$ cat src/rtl/sprite_pkg.sv
// Shared types and defaults for the sprite fetch engine.
// Holds the FSM state enum, default parameters and the FIFO entry layout.
package sprite_pkg;

    localparam int unsigned MEM_DEPTH_DEFAULT = 60000;
    localparam logic [7:0] TRANSPARENT_DEFAULT = 8'h00;
    localparam int unsigned COORD_W = 10;

    typedef enum logic [2:0] {
        ST_IDLE,
        ST_CHECK,
        ST_FETCH,
        ST_DRAIN,
        ST_DONE
    } state_e;

    typedef struct packed {
        logic [7:0]         data;
        logic [COORD_W-1:0] x;
        logic [COORD_W-1:0] y;
        logic               last;
    } pix_entry_t;

    // Last byte address touched by a sprite, 17 bits so that
    // overruns past the 16-bit address space stay visible.
    function automatic logic [16:0] span_end(
        input logic [15:0] base,
        input logic [7:0]  w,
        input logic [7:0]  h
    );
        logic [15:0] area;
        area = 16'(w) * 16'(h);
        return 17'(base) + 17'(area) - 17'd1;
    endfunction

endpackage

$ cat src/rtl/sprite_fetch_fifo.sv
// Two-entry output FIFO holding pixel byte plus its x/y/last tags.
// Ports: clk, reset, push_i/data_i, pop_i/data_o, full_o, empty_o, count_o.
module sprite_fetch_fifo
    import sprite_pkg::*;
(
    input  logic       clk,
    input  logic       reset,
    input  logic       push_i,
    input  pix_entry_t data_i,
    input  logic       pop_i,
    output pix_entry_t data_o,
    output logic       full_o,
    output logic       empty_o,
    output logic [1:0] count_o
);

    pix_entry_t mem_q [2];
    logic       wr_ptr_q;
    logic       wr_ptr_d;
    logic       rd_ptr_q;
    logic       rd_ptr_d;
    logic [1:0] count_q;
    logic [1:0] count_d;
    logic       do_push;
    logic       do_pop;

    assign do_pop  = pop_i && (count_q != 2'd0);
    // A push into a full FIFO is only legal when a pop frees a slot.
    assign do_push = push_i && ((count_q != 2'd2) || do_pop);

    always_comb begin
        wr_ptr_d = wr_ptr_q;
        rd_ptr_d = rd_ptr_q;
        count_d  = count_q;
        if (do_push) begin
            wr_ptr_d = ~wr_ptr_q;
        end
        if (do_pop) begin
            rd_ptr_d = ~rd_ptr_q;
        end
        unique case ({do_push, do_pop})
            2'b10:   count_d = count_q + 2'd1;
            2'b01:   count_d = count_q - 2'd1;
            default: count_d = count_q;
        endcase
    end

    always_ff @(posedge clk) begin
        if (reset) begin
            mem_q[0] <= '0;
            mem_q[1] <= '0;
            wr_ptr_q <= 1'b0;
            rd_ptr_q <= 1'b0;
            count_q  <= 2'd0;
        end else begin
            if (do_push) begin
                mem_q[wr_ptr_q] <= data_i;
            end
            wr_ptr_q <= wr_ptr_d;
            rd_ptr_q <= rd_ptr_d;
            count_q  <= count_d;
        end
    end

    assign data_o  = mem_q[rd_ptr_q];
    assign full_o  = (count_q == 2'd2);
    assign empty_o = (count_q == 2'd0);
    assign count_o = count_q;

endmodule

$ cat src/rtl/sprite_fetch.sv
// Sprite fetch engine: reads a w x h sprite row-major from byte memory and
// streams pixels with screen coordinates. Ports: req_* request handshake,
// mem_* sprite memory read port, pix_* pixel stream, done/err completion.
module sprite_fetch
    import sprite_pkg::*;
#(
    parameter int unsigned MEM_DEPTH   = MEM_DEPTH_DEFAULT,
    parameter logic [7:0]  TRANSPARENT = TRANSPARENT_DEFAULT
) (
    input  logic         clk,
    input  logic         reset,
    input  logic         req_valid,
    output logic         req_ready,
    input  logic [15:0]  req_base,
    input  logic [7:0]   req_w,
    input  logic [7:0]   req_h,
    input  logic [9:0]   req_x,
    input  logic [9:0]   req_y,
    output logic [15:0]  mem_address,
    output logic         mem_chipselect,
    output logic         mem_write,
    input  logic [7:0]   mem_readdata,
    output logic         pix_valid,
    input  logic         pix_ready,
    output logic [7:0]   pix_data,
    output logic         pix_opaque,
    output logic [9:0]   pix_x,
    output logic [9:0]   pix_y,
    output logic         pix_last,
    output logic         done,
    output logic         err
);

    state_e      state_q;
    state_e      state_d;
    logic        err_q;
    logic        err_d;
    logic [15:0] base_q;
    logic [15:0] base_d;
    logic [7:0]  w_q;
    logic [7:0]  w_d;
    logic [7:0]  h_q;
    logic [7:0]  h_d;
    logic [9:0]  x_q;
    logic [9:0]  x_d;
    logic [9:0]  y_q;
    logic [9:0]  y_d;
    logic [15:0] addr_q;
    logic [15:0] addr_d;
    logic [15:0] last_addr_q;
    logic [15:0] last_addr_d;
    logic [7:0]  col_q;
    logic [7:0]  col_d;
    logic [7:0]  row_q;
    logic [7:0]  row_d;
    logic        pend_q;
    logic        pend_d;
    logic [9:0]  pend_x_q;
    logic [9:0]  pend_x_d;
    logic [9:0]  pend_y_q;
    logic [9:0]  pend_y_d;
    logic        pend_last_q;
    logic        pend_last_d;

    logic        accept;
    logic        issue;
    logic        pop;
    logic        last_rd;
    logic        credit_ok;
    logic [2:0]  credit;
    logic [16:0] end_addr;

    pix_entry_t  fifo_in;
    pix_entry_t  fifo_head;
    logic        fifo_full;
    logic        fifo_empty;
    logic [1:0]  fifo_count;
    logic        fifo_push;

    assign req_ready = !reset && (state_q == ST_IDLE);
    assign accept    = req_ready && req_valid;

    assign pix_valid = !reset && !fifo_empty;
    assign pop       = pix_valid && pix_ready;

    // Buffered plus in-flight minus leaving this cycle must stay below
    // two so a returning read always finds a free FIFO slot.
    assign credit    = {1'b0, fifo_count} + {2'b00, pend_q}
                     - {2'b00, pop};
    assign credit_ok = (credit < 3'd2);

    assign issue   = !reset && (state_q == ST_FETCH) && credit_ok;
    assign last_rd = (col_q == w_q - 8'd1) && (row_q == h_q - 8'd1);

    assign end_addr = span_end(base_q, w_q, h_q);

    always_comb begin
        state_d = state_q;
        err_d   = err_q;
        unique case (state_q)
            ST_IDLE: begin
                if (accept) begin
                    state_d = ST_CHECK;
                    err_d   = 1'b0;
                end
            end
            ST_CHECK: begin
                if ((w_q == 8'd0) || (h_q == 8'd0)) begin
                    state_d = ST_DONE;
                    err_d   = 1'b0;
                end else if (end_addr > 17'(MEM_DEPTH - 1)) begin
                    state_d = ST_DONE;
                    err_d   = 1'b1;
                end else begin
                    state_d = ST_FETCH;
                end
            end
            ST_FETCH: begin
                if (issue && last_rd) begin
                    state_d = ST_DRAIN;
                end
            end
            ST_DRAIN: begin
                if (pop && fifo_head.last) begin
                    state_d = ST_DONE;
                end
            end
            ST_DONE: begin
                state_d = ST_IDLE;
            end
            default: begin
                state_d = ST_IDLE;
            end
        endcase
    end

    always_comb begin
        base_d      = base_q;
        w_d         = w_q;
        h_d         = h_q;
        x_d         = x_q;
        y_d         = y_q;
        addr_d      = addr_q;
        col_d       = col_q;
        row_d       = row_q;
        last_addr_d = last_addr_q;
        pend_d      = issue;
        pend_x_d    = pend_x_q;
        pend_y_d    = pend_y_q;
        pend_last_d = pend_last_q;
        if (accept) begin
            base_d = req_base;
            w_d    = req_w;
            h_d    = req_h;
            x_d    = req_x;
            y_d    = req_y;
            addr_d = req_base;
            col_d  = 8'd0;
            row_d  = 8'd0;
        end
        if (issue) begin
            addr_d      = addr_q + 16'd1;
            last_addr_d = addr_q;
            // Coordinates wrap naturally in 10 bits.
            pend_x_d    = x_q + 10'(col_q);
            pend_y_d    = y_q + 10'(row_q);
            pend_last_d = last_rd;
            if (col_q == w_q - 8'd1) begin
                col_d = 8'd0;
                row_d = row_q + 8'd1;
            end else begin
                col_d = col_q + 8'd1;
            end
        end
    end

    always_ff @(posedge clk) begin
        if (reset) begin
            state_q     <= ST_IDLE;
            err_q       <= 1'b0;
            base_q      <= '0;
            w_q         <= '0;
            h_q         <= '0;
            x_q         <= '0;
            y_q         <= '0;
            addr_q      <= '0;
            last_addr_q <= '0;
            col_q       <= '0;
            row_q       <= '0;
            pend_q      <= 1'b0;
            pend_x_q    <= '0;
            pend_y_q    <= '0;
            pend_last_q <= 1'b0;
        end else begin
            state_q     <= state_d;
            err_q       <= err_d;
            base_q      <= base_d;
            w_q         <= w_d;
            h_q         <= h_d;
            x_q         <= x_d;
            y_q         <= y_d;
            addr_q      <= addr_d;
            last_addr_q <= last_addr_d;
            col_q       <= col_d;
            row_q       <= row_d;
            pend_q      <= pend_d;
            pend_x_q    <= pend_x_d;
            pend_y_q    <= pend_y_d;
            pend_last_q <= pend_last_d;
        end
    end

    // pend_q marks the return cycle of a read issued last cycle.
    assign fifo_push    = pend_q && (!fifo_full || pop);
    assign fifo_in.data = mem_readdata;
    assign fifo_in.x    = pend_x_q;
    assign fifo_in.y    = pend_y_q;
    assign fifo_in.last = pend_last_q;

    sprite_fetch_fifo u_fifo (
        .clk     (clk),
        .reset   (reset),
        .push_i  (fifo_push),
        .data_i  (fifo_in),
        .pop_i   (pop),
        .data_o  (fifo_head),
        .full_o  (fifo_full),
        .empty_o (fifo_empty),
        .count_o (fifo_count)
    );

    assign mem_chipselect = issue;
    assign mem_address    = issue ? addr_q : last_addr_q;
    assign mem_write      = 1'b0;

    assign pix_data   = pix_valid ? fifo_head.data : 8'd0;
    assign pix_x      = pix_valid ? fifo_head.x : 10'd0;
    assign pix_y      = pix_valid ? fifo_head.y : 10'd0;
    assign pix_last   = pix_valid && fifo_head.last;
    assign pix_opaque = pix_valid && (fifo_head.data != TRANSPARENT);

    assign done = !reset && (state_q == ST_DONE);
    assign err  = done && err_q;

endmodule

$ cat config.mk
export PLATFORM = sky130hd
export DESIGN_NAME = sprite_fetch
export DESIGN_NICKNAME = d
export VERILOG_FILES = /design/src/rtl/sprite_pkg.sv /design/src/rtl/sprite_fetch_fifo.sv /design/src/rtl/sprite_fetch.sv
export SDC_FILE = /design/constraint.sdc
export NUM_CORES = 1
export LEC_CHECK = 0
export ABC_AREA = 1
export CAP_MARGIN = 20
export CORE_ASPECT_RATIO = 0.8
export CORE_UTILIZATION = 45
export DETAILED_ROUTE_END_ITERATION = 7
export DONT_BUFFER_PORTS = 1
export GPL_TIMING_DRIVEN = 0
export HOLD_SLACK_MARGIN = 0.15
export PLACE_DENSITY = 0.58
export SETUP_SLACK_MARGIN = 0.1
export SYNTH_ARGS = -nofsm -noshare
export SYNTH_HDL_FRONTEND = slang
export SYNTH_SLANG_ARGS = --single-unit
$ cat constraint.sdc
create_clock -name clk -period 8.1 [get_ports clk]
set_input_delay 2.43 -clock clk [delete_from_list [all_inputs] [get_ports clk]]
set_output_delay 2.43 -clock clk [all_outputs]
set_load 0.02 [all_outputs]
==> key figures <==
Run
  – Max_cap viols: 0

Setup path
  – Critical Path Fanout Max: 10
  – Critical path startpoint category: input port
  – Worst-path cell chain: buf_2, a21oi_4, nand2_1, inv_1, ha_1, or2_2, fa_1, nand2_1, a21oi_1, o21ai_1, nor2_4, buf_4, buf_2, o21ai_0
  – Setup CP Type: input port to output port
  – Worst Path Buf+Inv: 4
  – Max incr delay on CP: 0.70 ns
  – Slowest cell on the critical path: o21ai_0
  – WP data required: 5.67 ns
  – CP endpoint kind: output port
  – CP arrival: 5.46 ns
  – Cell class contributing the biggest share of worst-path delay: compound AO/OA/AOI/OAI gates

STA
  – Peak Freq: 0.127 GHz
  – Clk_skew: 0.00976 ns
  – Final period util: 97.5%
  – Slew headroom: 40.7%
  – Hold Slack: 0.462 ns
  – RSZ-0062 raised after global routing: no
  – Slew Viols, Final: 0
  – Fin. Hold Viols: 0
  – Tightest Pin Transition: 0.890 ns
  – Final min period: 7.89 ns
  – Final setup vio count: 0
  – Final setup margin: 0.206 ns

Clocking
  – Root buffer cell: clkbuf_16
  – Clock latency on the worst-skew pair: 0.45 ns
  – Num Clock Sinks: 189
  – Hold_buf cts: 0
  – Num CTS Buffers: 17
  – Clk buf depth: 2
  – TritonCTS clock tree: built
  – H-tree depth: 4
  – CTS clk-pin slew, worst paths: 0.07 ns

Global route
  – Vias in the first global route: 9553
  – GR Util All Layers: 23.9%
  – Antenna violations before repair: 0
  – Total congestion overflow: 0
  – Largest net degree at the start of global routing: 21
  – First-pass GRT wire length: 52.2 mm

Drt
  – Detailed Route Iter0 Violations: 687
  – Metal2 WL: 14.1 mm
  – Residual DRC: 0
  – Vias per cell: 5.09
  – Wirelength per Cell: 16.2 um
  – Vias: 10513
  – Routed WL: 33.5 mm
  – Post-DRT Antenna Nets: 0
  – Drt first pass iters: 6
  – Highest Signal Layer: met4
  – Met3 WL: 1.60 mm
  – WL met1: 17.4 mm

Power and ir drop
  – Pwr Density: 285 nW/um^2
  – Peak VDD IR: 0.000170 V
  – Leakage: 6.57 nW

Synthesis
  – Synth top area share: 20.9%
  – Async SR Flop Fraction: 0%
  – Seq/Total Area, Yosys: 34.8%
  – Ys flop type: dfxtp_1
  – EDFF count, synth: 58
  – YS warnings: 0
  – Count leader, synth: nand2_1
  – Mapped Area: 12600 um^2
  – Syn nets: 1854
  – Seq cells post-synth: 189
  – Netlist cell types: 51
  – Top cell type by total area after synthesis: dfxtp_1
  – Synth area leaders: dfxtp_1 21%, edfxtp_1 14%, nand2_1 11%
  – Cells after synthesis: 1663
  – Avg Inst Size Synth: 7.55 um^2
  – Top cells by count, synth: 383 x nand2_1, 313 x inv_1, 149 x nor2_1, 131 x dfxtp_1, 128 x a21oi_1

Die
  – Rows: 54
  – CORE AREA: 27400 um^2
  – Die X: 189 um
  – Area of the die: 28600 um^2
  – Initial Util: 45.9%
  – IO Pins: 116
  – Die H: 151 um

Placed design
  – Placer's final routability congestion estimate: 0.890
  – Port buffer count: 0
  – Detailed Place HPWL: 26.4 mm
  – Pre-CTS setup slack: -0.439 ns

Cells and area
  – Ratio of cells with drive above 1 in the final layout: 7.75%
  – Area growth syn-to-layout: 9.77%
  – Final #Nets: 1881
  – # diodes: 0

Status
  – Run status: finished clean

Worst hold path
  – Hold Crit Class: register to register
-- final timing paths --
path	start	end	slack (ns)	cells past startpoint
max reg2reg	h_q[4]	state_q[1]	2.39	23
min	err_q	err_q	0.46	2
max	reset	mem_address[14]	0.21	14
min reg2reg	err_q	err_q	0.46	2
-- placed cells by master (no fill, tap or decap), drive strengths merged, types with 55 or more instances in the layout --
master,synthesis,final
a21oi,129,129
clkbuf,38,58
dfxtp,131,131
edfxtp,58,58
fa,58,58
ha,69,69
inv,323,327
nand2,386,386
nand3,55,55
nor2,160,160
o21ai,78,78
-- power by group --
part / leakage [nW] / internal, mW / switching (mW)
Combinational: 4.60 / 0.639 / 1.27
Clock: 0.299 / 0.493 / 0.384
Sequential: 1.66 / 1.08 / 0.0620
Total: 6.57 / 2.21 / 1.72
-- routing by layer --
layer	global-route usage, %	vias to the layer above
met5	0	-
met4	5.28	0
met3	3.50	29
met2	35.6	239
met1	36.3	5031
li1	-	5214
-- worst register-to-register path: cells and delay by family (launching register included) --
kind | cells | cell delay (ns)
compound gates | 1 | 0.24
buf+inv | 5 | 0.68
fa+ha+maj | 6 | 2.91
simple gates | 11 | 1.48
flops | 1 | 0.34
-- metrics by stage --
| stage | cells | utilization, % | cell area (um^2) | setup TNS (ns) | power, mW |
|---|---|---|---|---|---|
| after CTS | 2065 | 50.3 | 13800 | 0 | 3.93 |
| after floorplan | 1663 | - | 12600 | 0 | 2.58 |
| final | 2067 | 50.4 | 13800 | 0 | 3.93 |
| after detailed placement | 2030 | 47.8 | 13100 | -2.49 | 3.03 |
| after global routing | 2067 | 50.4 | 13800 | 0 | 4.28 |
| after global placement | 2027 | 47.5 | 13000 | -2.19 | 3.00 |
-- what timing repair did --
item,in CTS,in global routing
pin swaps,1,0
gates resized for setup,17,11
setup endpoints to repair,16,15
setup buffers,3,2
-- registers in the layout (all words and copies together), names as in the netlist, named ones only --
name and flops:
addr_q 16, base_q 16, col_q 8, err_q 1, h_q 8, last_addr_q 16, pend_last_q 1, pend_q 1
pend_x_q 10, pend_y_q 10, row_q 8, state_q 3, u_fifo.count_o 2, u_fifo.mem_q 58, u_fifo.rd_ptr_q 1, u_fifo.wr_ptr_q 1
w_q 8, x_q 10, y_q 10
-- area by class of cell --
class | count | area [um^2]
clock buffer | 20 | 479
tap | 364 | 455
fill | 2733 | 13600
sequential | 189 | 4360
buffer | 68 | 315
clock inverter | 12 | 129
timing repair buffer | 8 | 97.6
multi-input combinational | 1082 | 6720
inverter | 324 | 1220
-- cell families after synthesis --
kind of cell | Yosys count | synth area share [%]
and+or+nand+nor | 644 | 21.2
xor gates and xnor gates | 45 | 3.26
other | 1 | 0.0299
AOI/OAI and AO/OA | 237 | 10.1
DFF | 189 | 34.8
adders and majority gates | 127 | 16.1
buffers and inverters | 392 | 12.1
muxes | 28 | 2.43
Note: power is estimated with default switching activity, not from simulation.
